`src/rtl/i2c_req_arbiter.sv`:
```
// Two-port round-robin arbiter for the MT9V034 SCCB/I2C write master.
// Ports: req0/1+addr/wdata in, ack/err pulses out, i2c_exec/addr/wr_data/done to master, busy.
module i2c_req_arbiter #(
  parameter logic [15:0] TIMEOUT_MAX = 16'd50000,
  parameter logic [7:0]  GAP_CYC     = 8'd255
) (
  input  logic        clk,
  input  logic        rst,
  input  logic        req0,
  input  logic [7:0]  addr0,
  input  logic [15:0] wdata0,
  output logic        ack0,
  output logic        err0,
  input  logic        req1,
  input  logic [7:0]  addr1,
  input  logic [15:0] wdata1,
  output logic        ack1,
  output logic        err1,
  output logic        i2c_exec,
  output logic [7:0]  i2c_addr,
  output logic [15:0] i2c_wr_data,
  input  logic        i2c_done,
  output logic        busy
);

  typedef enum logic [1:0] {
    S_IDLE,
    S_WAIT,
    S_GAP
  } state_t;

  localparam logic [15:0] TO_LAST  = TIMEOUT_MAX - 16'd1;
  localparam logic [7:0]  GAP_LAST = GAP_CYC - 8'd1;

  state_t      r_state;
  logic [15:0] r_tcnt;
  logic [7:0]  r_gcnt;
  logic        r_ptr;
  logic        r_gnt;

  logic w_any;
  logic w_sel1;
  logic w_end;

  assign w_any  = req0 | req1;
  // r_ptr=1 favours requester 1 when both are asking
  assign w_sel1 = req1 & (~req0 | r_ptr);
  assign w_end  = i2c_done | (r_tcnt == TO_LAST);

  always_ff @(posedge clk) begin
    if (rst) begin
      r_state     <= S_IDLE;
      r_tcnt      <= 16'd0;
      r_gcnt      <= 8'd0;
      r_ptr       <= 1'b0;
      r_gnt       <= 1'b0;
      i2c_exec    <= 1'b0;
      i2c_addr    <= 8'd0;
      i2c_wr_data <= 16'd0;
      ack0        <= 1'b0;
      ack1        <= 1'b0;
      err0        <= 1'b0;
      err1        <= 1'b0;
      busy        <= 1'b0;
    end else begin
      i2c_exec <= 1'b0;
      ack0     <= 1'b0;
      ack1     <= 1'b0;
      err0     <= 1'b0;
      err1     <= 1'b0;
      unique case (r_state)
        S_IDLE: begin
          if (w_any) begin
            r_gnt       <= w_sel1;
            r_ptr       <= ~w_sel1;
            i2c_addr    <= w_sel1 ? addr1 : addr0;
            i2c_wr_data <= w_sel1 ? wdata1 : wdata0;
            i2c_exec    <= 1'b1;
            r_tcnt      <= 16'd0;
            busy        <= 1'b1;
            r_state     <= S_WAIT;
          end
        end
        S_WAIT: begin
          if (w_end) begin
            // done on the threshold cycle wins over the timeout
            ack0    <= ~r_gnt;
            ack1    <= r_gnt;
            err0    <= ~i2c_done & ~r_gnt;
            err1    <= ~i2c_done & r_gnt;
            r_gcnt  <= 8'd0;
            r_state <= S_GAP;
          end else begin
            r_tcnt <= r_tcnt + 16'd1;
          end
        end
        S_GAP: begin
          if (r_gcnt == GAP_LAST) begin
            busy    <= 1'b0;
            r_state <= S_IDLE;
          end else begin
            r_gcnt <= r_gcnt + 8'd1;
          end
        end
        default: begin
          busy    <= 1'b0;
          r_state <= S_IDLE;
        end
      endcase
    end
  end

endmodule
```
`config.mk`:
```
export PLATFORM = sky130hd
export DESIGN_NAME = i2c_req_arbiter
export DESIGN_NICKNAME = d
export VERILOG_FILES = /design/src/rtl/i2c_req_arbiter.sv
export SDC_FILE = /design/constraint.sdc
export NUM_CORES = 1
export LEC_CHECK = 0
export ABC_AREA = 1
export CORE_UTILIZATION = 45
export CTS_BUF_LIST = sky130_fd_sc_hd__clkbuf_4 sky130_fd_sc_hd__clkbuf_8
export DETAILED_ROUTE_END_ITERATION = 8
export GPL_ROUTABILITY_DRIVEN = 0
export HOLD_SLACK_MARGIN = 0.12
export PLACE_DENSITY = 0.78
export SLEW_MARGIN = 20
export SYNTH_ARGS = -nofsm -noshare
export SYNTH_HDL_FRONTEND = slang
export SYNTH_SLANG_ARGS = --single-unit
export TNS_END_PERCENT = 20
```
`constraint.sdc`:
```
create_clock -name clk -period 1.5 [get_ports clk]
set_input_delay 0.225 -clock clk [delete_from_list [all_inputs] [get_ports clk]]
set_output_delay 0.225 -clock clk [all_outputs]
set_load 0.02 [all_outputs]
```
==> results of run 1 <==
==> metrics by stage <==
step | cell area (sq um) | hold WS (ns) | cells | setup TNS (ns)
2_1_floorplan | 3138 | 0.4233 | 483 | 0
3_3_place_gp | 4318 | 0.4511 | 671 | -1.213
3_5_place_dp | 4318 | 0.4551 | 671 | -3.017
5_1_grt | 4569 | 0.4858 | 687 | -0.1010
6_report | 4569 | 0.4691 | 687 | 0
4_1_cts | 4486 | 0.4676 | 687 | 0
==> kinds of logic after synthesis <==
logic type      Yosys count  synth area share (%)
simple gates            235                 32.46
xor+xnor                  5                 1.395
compound gates           54                 11.60
buf+inv                 128                 16.35
fa+ha+maj                 3                 1.196
flops                    58                 37.00
==> metal layers <==
metal  vias up  routed length (um)  global-route usage, %
met1      1541                3663                  29.48
met3        14                 736                  7.988
met5         -                   0                      0
met4         0                 129                  9.848
met2       142                4165                  40.22
li1       1743                   -                      -
==> synthesized netlist by cell type <==
cell type / count
buf_6: 1
o21ai_0: 5
buf_12: 1
nand3_2: 3
inv_2: 1
clkbuf_1: 9
dfxtp_1: 58
nand2_2: 2
and2_1: 1
o221ai_1: 24
nand4_1: 11
nand2_1: 132
inv_1: 108
or2_2: 1
nor3b_1: 2
buf_1: 1
nand3_1: 26
nor3_1: 9
a21oi_1: 24
nand3_4: 1
buf_2: 7
ha_1: 3
a21oi_2: 1
nor2_1: 45
nor2_4: 2
xor2_1: 5
==> power breakdown <==
group / internal (W) / switching, W
registers: 0.00165 / 0.0000626
clock network: 0.000825 / 0.000642
logic: 0.000487 / 0.000605
==> final cells by class <==
cell class	instances	area, sq um	area share [%]
Timing Repair Buffer	127	1157	25.33
Clock buffer	11	145.1	3.176
Inverter	109	409.1	8.954
Multi-Input combinational cell	297	1534	33.57
Clock inverter	5	53.80	1.177
Sequential cell	58	1170	25.60
Tap cell	80	100.1	2.191
==> flip-flops by register name, indices dropped and copies added (netlist names) <==
| register | cells |
|---|---|
| r_gcnt | 8 |
| i2c_exec | 1 |
| ack0 | 1 |
| err1 | 1 |
| r_ptr | 1 |
| err0 | 1 |
| r_gnt | 1 |
| r_tcnt | 16 |
| i2c_wr_data | 16 |
| ack1 | 1 |
| busy | 1 |
| r_state | 2 |
| i2c_addr | 8 |
==> worst reg2reg max path: stages, from the launching register on <==
cell and delay [ns]:
dfxtp_2 0.35, ha_4 0.15, nand3_4 0.08, nor2_2 0.15, nand2_2 0.08, nand3_4 0.11
nand2_2 0.08, buf_12 0.16, a21oi_1 0.14, nor2_1 0.05
==> timing repair <==
| item | in CTS | in global routing |
|---|---|---|
| gates resized for setup | 28 | 29 |
| pin swaps | 0 | 2 |
| setup endpoints to repair | 30 | 32 |
| endpoints found under the hold margin | 0 | 0 |
==> worst paths after layout <==
check,from,endpoint,slack (ns),cells after the start
hold / removal,r_ptr,r_ptr,0.47,2
setup / recovery,r_tcnt[1],r_tcnt[13],0.05,9
hold reg to reg,r_ptr,r_ptr,0.47,2
setup reg to reg,r_tcnt[1],r_tcnt[13],0.05,9
==> key figures, run 1 <==
Cells and area
  • Most frequent cells in the layout: nand2_1, inv_1, clkdlybuf4s50_1
  • Share of cells above drive strength 1: 15.82%
  • Area delta synth->final: 45.61%
  • Nets: 658
  • Fillers: 572
  • Ant diodes: 0
  • Post-layout util: 67.63%
  • Commonest non-fill, non-tap cell in the layout: nand2_1

Setup path
  • Biggest cell delay along the critical path: 0.35 ns
  • Crit path kind: register to register
  • Worst Setup Start Kind: register
  • CP delay by family, top: simple AND/OR/NAND/NOR gates
  • Data required, critical path: 1.74 ns
  • Endpoint type of the worst setup path: register
  • Signal arrival time at the worst endpoint: 1.69 ns
  • CP bufs+invs: 1
  • Cells along the critical path: ha_4 > nand3_4 > nor2_2 > nand2_2 > nand3_4 > nand2_2 > buf_12 > a21oi_1 > nor2_1
  • Crit-path slowest cell: dfxtp_2
  • Crit Path Max Fanout: 18

Power and ir drop
  • Tot Pwr: 0.004271 W
  • Max VDD drop: 0.5901 mV
  • LEAKAGE: 2.329 nW
  • PD cells: 934.8 nW/um^2

Global routing
  • Vias in the first global route: 3242
  • GRT Util Overall: 24.41%
  • Number of antenna violations at the first check in global routing: 0
  • First-pass GRT wire length: 14.17 mm
  • Gr ovfl total: 0
  • Largest net degree at the start of global routing: 29

Hold path
  • HP Class: register to register

Place
  • Pre-CTS setup slack: -0.1248 ns
  • Hpwl dp: 6.396 mm
  • Buffers on Ports: 82

Outcome
  • Status: finished clean

STA
  • Max-Slew Margin vs Limit: 78.06%
  • RSZ-0062 raised after global routing: true
  • Hold Vio Cnt, Final: 0
  • Setup violators final: 0
  • Setup slack after layout: 0.05150 ns
  • Worst-Margin Slew: 0.3279 ns
  • Final Slew Violations: 0
  • Highest Clock Rate: 0.6904 GHz
  • Final min period: 1.448 ns
  • Layout Skew: 0.01033 ns
  • Period Utilization, post-route: 96.57%

Floorplanning
  • Die area: 7311 sq um
  • Placeable Area: 6756 sq um
  • Starting density of the core: 46.44%
  • I/O pin count: 83
  • Chip width: 85.51 um
  • FP Rows: 30
  • Die Y: 85.51 um

Synthesis
  • Syn Inst Count: 483
  • FF+latch count, synth: 58
  • Net Count, Synth: 539
  • Synthesis Warnings: 0
  • Synth Cell Area: 3138 sq um
  • Cell taking the most area after synthesis: dfxtp_1
  • Synth cell types: 26
  • Avg Inst Size Synth: 6.497 sq um
  • Top post-synthesis cells by area: dfxtp_1, nand2_1, inv_1
  • Post-synth top area share: 37.00%
  • Sequential fraction of the synthesis area: 37.00%

Clocking
  • CTS clk-pin slew, worst paths: 0.07 ns
  • Clock H-tree levels: 3
  • Setup bufs post-CTS: 0
  • Clock Tree Buf Depth: 2
  • Hold Buf Count CTS: 0
  • Worst skew pair latency: 0.35 ns
  • CTS Buf Count: 9
  • Sink Count: 58
  • CTS tree: built
  • Root Driver: clkbuf_8

Drt
  • Drt wl/cell: 12.66 um
  • TritonRoute pass-1 iters: 5
  • DR iter-0 viols: 194
  • Final Routed Wirelength: 8.695 mm
  • Detailed-route via count: 3440
  • Final ANT Viol Nets: 0
  • Remaining DRCs: 0
  • Vias per Instance: 5.007

Job
  • Max cap viols: 0
Note: power is estimated with default switching activity, not from simulation.
==> run 2, diff against run 1 <==
- SLEW_MARGIN: 20 -> 0
==> results of run 2 <==
No change in the layout: final DEF, timing and power equal those of run 1.
==> run 3, diff against run 2 <==
- CAP_MARGIN: not set -> 10
- CORE_UTILIZATION: 45 -> 54
- PLACE_DENSITY: 0.78 -> 0.88
- clock period: 1.5 -> 1.7 ns (I/O delays scaled with it)
==> run 3 against run 2 <==
  * Count of clock-buffer cells in the layout is 2 higher
  * Register-to-register slack better by 0.08 ns
  * Critical path depth is 8 lower
  * Global-route usage is 3.9 points higher
  * Wire length is 7.0% lower
  * Combinational power is 14% lower
  * Core utilization is 10 points higher
  * Via count is 3.5% lower
  * Largest cell class unchanged
  * Highest routed layer unchanged
==> key figures, run 3 (synthesis results as in run 1) <==
Outcome
  • Status: finished clean

Drt
  • Remaining DRCs: 0
  • DR iter-0 viols: 326
  • Vias per Instance: 5.130
  • Detailed-route via count: 3319
  • Final ANT Viol Nets: 0
  • TritonRoute pass-1 iters: 4
  • Drt wl/cell: 12.50 um
  • Final Routed Wirelength: 8.089 mm

Place
  • Placed Instances: 632
  • Placement Cell Area: 4075 sq um
  • Hpwl dp: 5.831 mm
  • Buffers on Ports: 82

Setup path
  • Worst reg2reg setup slack: 0.13 ns
  • Data required, critical path: 1.44 ns
  • Signal arrival time at the worst endpoint: 1.33 ns
  • Crit path kind: register to output port
  • Crit-path slowest cell: clkdlybuf4s50_1
  • CP bufs+invs: 1
  • Worst Setup Start Kind: register
  • Biggest cell delay along the critical path: 0.62 ns
  • CP delay by family, top: buffers and inverters
  • Worst r2r dst: r_tcnt[9]
  • R2R Path Start: r_tcnt[8]
  • Cells along the critical path: clkdlybuf4s50_1
  • Cells on worst reg2reg path: 9
  • Endpoint type of the worst setup path: output port
  • Crit Path Max Fanout: 2

Cells and area
  • Share of cells above drive strength 1: 7.652%
  • Nets: 627
  • Ant diodes: 0
  • Fillers: 393
  • Post-layout util: 78.09%
  • Finished Layout Cells: 647
  • Area delta synth->final: 37.88%
  • Cell area after layout: 4327 sq um
  • Commonest non-fill, non-tap cell in the layout: nand2_1
  • Most frequent cells in the layout: nand2_1, inv_1, clkdlybuf4s50_1
  • Top flop regs: i2c_wr_data: 16 flops, r_tcnt: 16 flops

Floorplanning
  • Chip width: 78.23 um
  • I/O pin count: 83
  • Die area: 6120 sq um
  • Starting density of the core: 56.64%
  • Die Y: 78.23 um
  • Placeable Area: 5540 sq um
  • FP Rows: 27

Hold path
  • Worst hold path endpoint: ack0
  • HP Start: r_gnt
  • Hold depth: 1
  • HP Class: register to register

Global routing
  • First-pass GRT wire length: 13.66 mm
  • Number of antenna violations at the first check in global routing: 0
  • Gr ovfl total: 0
  • GRT Util Overall: 28.29%
  • Vias in the first global route: 3161
  • Largest net degree at the start of global routing: 27

Clocking
  • CTS clk-pin slew, worst paths: 0.07 ns
  • Root Driver: clkbuf_8
  • Worst skew pair latency: 0.34 ns
  • Sink Count: 58
  • CTS Buf Count: 9
  • Clock H-tree levels: 3
  • CTS tree: built
  • Hold Buf Count CTS: 0
  • Clock Tree Buf Depth: 2

STA
  • Highest Clock Rate: 0.6295 GHz
  • Final min period: 1.588 ns
  • Max-Slew Margin vs Limit: 74.20%
  • Setup_tns: 0 ns
  • Final Slew Violations: 0
  • Period Utilization, post-route: 93.44%
  • Setup violators final: 0
  • Worst-Margin Slew: 0.3841 ns
  • Layout Skew: 0.006304 ns
  • Hold Vio Cnt, Final: 0

Power and ir drop
  • LEAKAGE: 2.019 nW
  • PD cells: 879.1 nW/um^2
  • Max VDD drop: 0.6103 mV

Job
  • Max cap viols: 0
run 3: changes by cell type in the layout (fill, tap and decap cells not counted), moves of 6 or more:
cell             previous run  this run
buf_4                      43        12
dlygate4sd2_1              27         0
nand2_2                     7         1
clkdlybuf4s50_1            52        82
run 3: layout make-up:
type / instances / area (sq um) / share of cell area (%)
tap: 72 / 90.09 / 2.082
multi-input combinational: 297 / 1505 / 34.79
clock buffer: 13 / 172.7 / 3.991
inverter: 109 / 409.1 / 9.456
timing repair buffer: 96 / 950.9 / 21.98
sequential: 58 / 1164 / 26.89
clock inverter: 2 / 35.03 / 0.8097
run 3: power breakdown:
group | leakage (nW) | switching (W) | total (W) | internal, W
combinational | 1.44 | 0.000512 | 0.000941 | 0.000430
sequential | 0.475 | 0.0000620 | 0.00152 | 0.00145
clock | 0.109 | 0.000542 | 0.00135 | 0.000803
total | 2.02 | 0.00112 | 0.00380 | 0.00269
run 3: routing by layer:
metal,track usage [%],routed length [um],vias to the layer above
met1,32.68,3334,1516
li1,-,-,1680
met4,10.19,123,0
met5,0,0,-
met2,46.23,3845,110
met3,12.44,786,13
run 3: what timing repair did:
item / CTS / global route
endpoints found under the hold margin: 0 / 0
gates resized for setup: 1 / 8
endpoints found under the setup margin: 1 / 26
cloned: 0 / 0
setup buffers: 0 / 0
run 3: how the worst max path moves through the flow:
stage,start,endpoint,slack (ns),cells after the start
floorplan,r_tcnt[0],r_tcnt[13],0.23,9
global placement,i2c_done,r_tcnt[13],0.08,7
global route,r_tcnt[8],r_tcnt[14],-0.02,11
finish,i2c_wr_data[1],i2c_wr_data[1],0.11,1
CTS,r_tcnt[1],r_tcnt[9],0.06,8
detailed placement,req0,r_tcnt[14],-0.01,9
run 3: worst register-to-register path, cell delays in order, from the launching register on:
cell and delay [ns]:
dfxtp_1 0.40, nand2_1 0.14, inv_2 0.09, nand2_1 0.07, nor2_1 0.10, nand2_1 0.09, nand3_4 0.15, buf_4 0.21
nand3_1 0.09, a21oi_1 0.16
run 3: stage by stage:
step	setup WS (ns)	total power [W]	hold WS, ns
after floorplan	0.2265	0.002039	0.4264
after global placement	0.07729	0.002435	0.4568
after detailed placement	-0.01276	0.002459	0.4685
after CTS	0.06000	0.003790	0.4819
after global routing	-0.02300	0.003986	0.5014
final	0.1115	0.003803	0.4794
